$ cat config.mk
export PLATFORM = sky130hd
export DESIGN_NAME = spi_slave
export DESIGN_NICKNAME = d
export VERILOG_FILES = /design/src/rtl/spi_slave.sv
export SDC_FILE = /design/constraint.sdc
export NUM_CORES = 1
export LEC_CHECK = 0
export ABC_AREA = 1
export ABC_CLOCK_PERIOD_IN_PS = 1500
export CORE_MARGIN = 2
export CORE_UTILIZATION = 24
export CTS_CLUSTER_DIAMETER = 50
export DETAILED_ROUTE_END_ITERATION = 8
export GPL_TIMING_DRIVEN = 0
export PLACE_DENSITY = 0.51
export SKIP_LAST_GASP = 1
export SLEW_MARGIN = 20
export SYNTH_ARGS = -nofsm -noshare
export SYNTH_HDL_FRONTEND = slang
export SYNTH_SLANG_ARGS = --single-unit
$ cat constraint.sdc
create_clock -name clk -period 1.5 [get_ports clk]
set_clock_uncertainty 0.05 [all_clocks]
set_input_delay 0.3 -clock clk [delete_from_list [all_inputs] [get_ports clk]]
set_output_delay 0.3 -clock clk [all_outputs]
set_load 0.02 [all_outputs]
$ cat src/rtl/spi_slave.sv
// -----------------------------------------------------------------------------
// spi_slave
// SPI responder that works entirely in the clk domain. SCLK, CS and MOSI are
// oversampled asynchronous inputs. No logic is clocked by SCLK.
//
// Ports:
//   clk, rst_n      system clock (>= 8x SCLK), async active-low reset
//   tx_data_i       next frame to transmit, captured on each frame load
//   tx_ack_o        one-clk pulse when tx_data_i has been captured
//   rx_data_o       last complete received frame, held until the next one
//   rx_valid_o      one-clk pulse when rx_data_o updates
//   frame_err_o     one-clk pulse when CS deasserts mid-frame
//   busy_o          high while the synchronised CS is low
//   f_cnt           wrapping count of complete frames received
//   SCLK, CS, MOSI  serial inputs from the master (asynchronous)
//   MISO, MISO_oe   serial output and its pad enable
// -----------------------------------------------------------------------------
module spi_slave #(
    parameter int unsigned CPOL    = 0,
    parameter int unsigned CPHA    = 0,
    parameter int unsigned F_SIZE  = 8,
    parameter int unsigned C_SIZE  = $clog2(F_SIZE),
    parameter int unsigned FC_SIZE = 8
) (
    input  logic               clk,
    input  logic               rst_n,
    input  logic [F_SIZE-1:0]  tx_data_i,
    output logic               tx_ack_o,
    output logic [F_SIZE-1:0]  rx_data_o,
    output logic               rx_valid_o,
    output logic               frame_err_o,
    output logic               busy_o,
    output logic [FC_SIZE-1:0] f_cnt,
    input  logic               SCLK,
    input  logic               CS,
    input  logic               MOSI,
    output logic               MISO,
    output logic               MISO_oe
);

    localparam logic              IDLE_LVL = 1'(CPOL);
    localparam logic [C_SIZE-1:0] LAST_BIT = C_SIZE'(F_SIZE - 1);

    typedef enum logic {IDLE, ACTIVE} state_t;

    state_t              state;
    logic [2:0]          sclk_q;
    logic [2:0]          cs_q;
    logic [1:0]          mosi_q;
    logic [F_SIZE-1:0]   tx_shift;
    logic [F_SIZE-1:0]   rx_shift;
    logic [C_SIZE-1:0]   bit_cnt;
    logic                first_shift;
    logic                frame_done;

    // Synchronised levels (stage 1) and the delayed copy used for edges (stage 2)
    logic sclk_s, sclk_d, cs_s, cs_d, mosi_s;
    logic lead_edge, trail_edge, sample_edge, shift_edge, cs_fall, cs_rise;

    assign sclk_s = sclk_q[1];
    assign sclk_d = sclk_q[2];
    assign cs_s   = cs_q[1];
    assign cs_d   = cs_q[2];
    // MOSI at the same synchroniser depth as the SCLK level that flags an edge
    assign mosi_s = mosi_q[1];

    assign lead_edge   = (sclk_s != IDLE_LVL) && (sclk_d == IDLE_LVL);
    assign trail_edge  = (sclk_s == IDLE_LVL) && (sclk_d != IDLE_LVL);
    assign sample_edge = (CPHA == 0) ? lead_edge  : trail_edge;
    assign shift_edge  = (CPHA == 0) ? trail_edge : lead_edge;
    assign cs_fall     = !cs_s && cs_d;
    assign cs_rise     = cs_s && !cs_d;

    assign MISO = tx_shift[F_SIZE-1];

    // Synchronisers, frame FSM, shift registers and registered outputs
    always_ff @(posedge clk or negedge rst_n) begin
        if (!rst_n) begin
            sclk_q      <= {3{IDLE_LVL}};
            cs_q        <= 3'b111;
            mosi_q      <= 2'b00;
            state       <= IDLE;
            tx_shift    <= '0;
            rx_shift    <= '0;
            rx_data_o   <= '0;
            bit_cnt     <= '0;
            f_cnt       <= '0;
            first_shift <= 1'b0;
            frame_done  <= 1'b0;
            tx_ack_o    <= 1'b0;
            rx_valid_o  <= 1'b0;
            frame_err_o <= 1'b0;
            busy_o      <= 1'b0;
            MISO_oe     <= 1'b0;
        end else begin
            sclk_q      <= {sclk_q[1:0], SCLK};
            cs_q        <= {cs_q[1:0], CS};
            mosi_q      <= {mosi_q[0], MOSI};
            tx_ack_o    <= 1'b0;
            rx_valid_o  <= 1'b0;
            frame_err_o <= 1'b0;

            case (state)
                IDLE: begin
                    if (cs_fall) begin
                        state       <= ACTIVE;
                        tx_shift    <= tx_data_i;
                        tx_ack_o    <= 1'b1;
                        bit_cnt     <= '0;
                        first_shift <= (CPHA != 0);
                        frame_done  <= 1'b0;
                        busy_o      <= 1'b1;
                        MISO_oe     <= 1'b1;
                    end
                end

                ACTIVE: begin
                    if (cs_rise) begin
                        // CS rise wins over any SCLK edge seen in the same cycle
                        state   <= IDLE;
                        busy_o  <= 1'b0;
                        MISO_oe <= 1'b0;
                        if (bit_cnt != '0) begin
                            frame_err_o <= 1'b1;
                        end
                    end else if (sample_edge) begin
                        rx_shift <= {rx_shift[F_SIZE-2:0], mosi_s};
                        if (bit_cnt == LAST_BIT) begin
                            rx_data_o  <= {rx_shift[F_SIZE-2:0], mosi_s};
                            rx_valid_o <= 1'b1;
                            f_cnt      <= f_cnt + FC_SIZE'(1);
                            bit_cnt    <= '0;
                            frame_done <= 1'b1;
                        end else begin
                            bit_cnt    <= bit_cnt + C_SIZE'(1);
                            frame_done <= 1'b0;
                        end
                    end else if (shift_edge) begin
                        if (first_shift) begin
                            // CPHA=1: MSB has been on MISO since CS fall
                            first_shift <= 1'b0;
                        end else if (frame_done) begin
                            // Back-to-back frame under the same CS: reload
                            tx_shift   <= tx_data_i;
                            tx_ack_o   <= 1'b1;
                            frame_done <= 1'b0;
                        end else begin
                            tx_shift <= {tx_shift[F_SIZE-2:0], 1'b0};
                        end
                    end
                end

                default: state <= IDLE;
            endcase
        end
    end

endmodule

==> impl_metrics.toml <==
[place]
io_buffers = 34
pre_cts_ws_ns = -0.03207
place.gp.congestion = 0.7667
placed_cells = 372
placed_area_um2 = 2626
place_hpwl_mm = 2.989

[global_routing]
grt.overflow.total = 0
grtUsageTotal_pct = 9.350
antenna_found_initial = 0
grt_pass1_wl_mm = 7.355
grt_pass1_vias = 1526
grt_max_degree = 31

[cts]
clockBufferDepth = 2
path_clk_slew_ns = 0.09
cts.sinks = 48
h-tree-depth = 2
clock_latency_ns = 0.30
cts_root_buffer = "clkbuf_8"
cts_made_buffers = 5
cts_tree = "built"

[power_and_ir_drop]
p_sw_mw = 0.9100
internal_power_mw = 2.115
vdd_drop_max_mv = 0.3830
netSwitchingFraction_pct = 30.09
seqPwrFrac_pct = 53.5
p_per_area_nw_per_um2 = 1081
p_leak_nw = 1.422
clockPowerShare_pct = 26.2
combPwrFrac_pct = 20.3

[worst_setup_path]
r2r_start = "bit_cnt[0]$_DFFE_PN0P_"
cp-end-kind = "output port"
r2r_slack_ns = 0.08
cp-startpoint = "f_cnt[2]$_DFFE_PN0P_"
r2r_end = "rx_data_o[6]$_DFFE_PN0P_"
arrival_ns = 1.08
worstSetupPathDepth = 1
worstPathRequired_ns = 1.15
path_delay_family = "flip-flops"
critPathBufInv = 1
slowest_stage = "dfrtp_1"
crit_type = "reg2out"
r2r_cells = 8
path_cells = "dlygate4sd2_1"
crit_fanout = 5
endpoint = "f_cnt[2]"
critPathMaxStageDelay_ns = 0.43
cp-start-kind = "flip-flop"

[floorplanning]
core_area_um2 = 8678
die_y_um = 98.34
die_area_um2 = 9670
fp.dieW_um = 98.34
initial_core_util_pct = 24.61
io_pins = 35
row_count = 34

[logic_synthesis]
synth_nets = 246
synth_cell_types = 25
synthCells = 229
ys_warn_count = 0
ys_seq_elements = 48
syn_area_per_cell_um2 = 9.327
synth_seq_area_share_pct = 56.41
synth_area_um2 = 2136

[sta]
worst_pin_slew_ns = 0.4570
finalMaxSlewViolations = 0
fmax_ghz = 0.6992
period_needed_ns = 1.430
hold_viol_final = 0
fin_tns_setup_ns = 0
final.setup.worst_slack_ns = 0.06976
rsz0062_at_grt = "no"
setup_viol = 0
fin_crit_sh_pct = 95.35
slew_headroom_pct = 69.53

[drt]
first_iter_violations = 33
drc = 0
firstDrtPassIters = 4
ant_nets = 0
wire_per_inst_um = 10.99
routed-via-count = 1586
via_per_inst = 4.130
wl_mm = 4.222

[layout]
layout.cells.non_filler = 384
final_layout_size_suffix_gt1_share_pct = 17.75
syn2layout_area_growth_pct = 31.05
antennaDiodeCount = 0
nNetsFinal = 292
fin_area_um2 = 2799

[outcome]
status = "completed"

[min_path]
min_path_type = "reg2reg"
hp-start = "sclk_q[0]$_DFF_PN0_"

[job]
max-cap-violations = 0
==> worst register-to-register path, cell delays in order, from the launching register on <==
cell and delay [ns]:
dfrtp_1 0.38, ha_2 0.21, ha_4 0.15, nand3_4 0.07
inv_2 0.08, nand2_4 0.10, clkbuf_16 0.18, nand2_1 0.06
o21ai_2 0.05
==> sequential cells by signal, indices dropped and copies added (netlist names) <==
signal       count
MISO_oe          1
bit_cnt          3
cs_q             3
f_cnt            8
frame_done       1
frame_err_o      1
mosi_q           2
rx_data_o        8
rx_shift         7
rx_valid_o       1
sclk_q           3
state            1
tx_ack_o         1
tx_shift         8
==> cells in the mapped netlist <==
library cell | n | area (µm²)
nand2_1 | 89 | 334.1
dfrtp_1 | 45 | 1126
inv_1 | 19 | 71.32
nand3_1 | 15 | 75.07
o21ai_0 | 11 | 55.05
o21ai_2 | 7 | 61.31
nor2_1 | 6 | 22.52
buf_6 | 4 | 45.04
ha_1 | 4 | 50.05
o21ai_1 | 4 | 20.02
dfstp_2 | 3 | 78.83
nand2_2 | 3 | 18.77
nand2_4 | 3 | 33.78
nor2_4 | 3 | 33.78
inv_2 | 2 | 7.510
xor2_1 | 2 | 17.52
a211oi_1 | 1 | 7.510
a21oi_4 | 1 | 16.27
buf_2 | 1 | 5.000
buf_4 | 1 | 7.510
inv_4 | 1 | 6.260
nand3b_1 | 1 | 7.510
nand3b_4 | 1 | 20.02
nand4_1 | 1 | 6.260
xnor2_1 | 1 | 8.760
==> routing by layer <==
| layer | GRT usage (%) | part of all wire [%] |
|---|---|---|
| met5 | 0 | 0 |
| met4 | 2.845 | 1.2 |
| met3 | 3.150 | 5.4 |
| met1 | 12.48 | 48 |
| met2 | 14.44 | 45 |
==> per-stage QoR <==
stage	util (%)	total power, mW	hold slack, ns
floorplan	-	2.043	-0.04559
global placement	30.09	2.255	0.2845
detailed placement	30.26	2.280	0.2266
CTS	31.17	3.067	0.3082
global route	32.25	3.241	0.3126
finish	32.25	3.025	0.3070
==> power groups by stage <==
stage / clock, mW / combinational [mW] / sequential [mW]
6_report: 0.791 / 0.614 / 1.62
3_5_place_dp: 0 / 0.637 / 1.64
5_1_grt: 0.883 / 0.710 / 1.65
3_3_place_gp: 0 / 0.619 / 1.64
2_1_floorplan: 0 / 0.397 / 1.65
4_1_cts: 0.828 / 0.622 / 1.62
==> layout make-up <==
type                    instances  area [µm²]
flip-flops and latches         48        1207
repair buffers                 39       392.9
clock buffers                   8       90.09
multi-input cells             153       818.3
fillers                       934        5879
inverters                      22       85.08
plain buffers                   6       70.07
well taps                     108       135.1
==> repair_timing <==
| action | in CTS | in global routing |
|---|---|---|
| pin swaps | 0 | 2 |
| resized for setup | 24 | 14 |
| setup endpoints to repair | 35 | 28 |
| hold buffers | 1 | 0 |
| endpoints found under the hold margin | 15 | 0 |
| cloned | 0 | 2 |
| setup buffers | 0 | 1 |
==> logic make-up (layout without fill, tap and decap cells) <==
group | after synthesis | after routing | synth area share, %
flip-flops | 48 | 48 | 56.41
adder cells (fa/ha/maj) | 4 | 4 | 2.343
AND/OR/NAND/NOR | 122 | 122 | 25.83
XOR/XNOR | 3 | 3 | 1.230
buffers and inverters | 28 | 75 | 6.679
AO/OA/AOI/OAI | 24 | 24 | 7.499
==> layout by cell type (no fill, tap or decap), types with 2 or more instances in the layout <==
master	instances
nand2_1	88
dfrtp_1	43
dlygate4sd2_1	20
inv_1	18
nand3_1	14
clkdlybuf4s50_1	11
o21ai_0	10
o21ai_2	7
nor2_1	6
clkbuf_8	6
o21ai_1	5
nand2_2	4
inv_2	3
nor2_4	3
nand2_4	3
dfstp_2	3
buf_2	2
buf_6	2
buf_12	2
xor2_1	2
ha_1	2
buf_4	2
clkbuf_1	2
clkbuf_16	2
dfrtp_2	2
==> how the worst min path moves through the flow <==
stage                                          to  slack (ns)  depth (start not counted)
after CTS                     sclk_q[1]$_DFF_PN0_        0.31                          0
after detailed placement  tx_shift[3]$_DFFE_PN0P_        0.23                          1
after floorplan               MISO_oe$_DFFE_PN0P_       -0.05                          0
after global routing            cs_q[1]$_DFF_PN1_        0.31                          0
after global placement        sclk_q[1]$_DFF_PN0_        0.28                          0
final                         sclk_q[1]$_DFF_PN0_        0.31                          0
No activity file was read; power rests on OpenSTA's default activity.
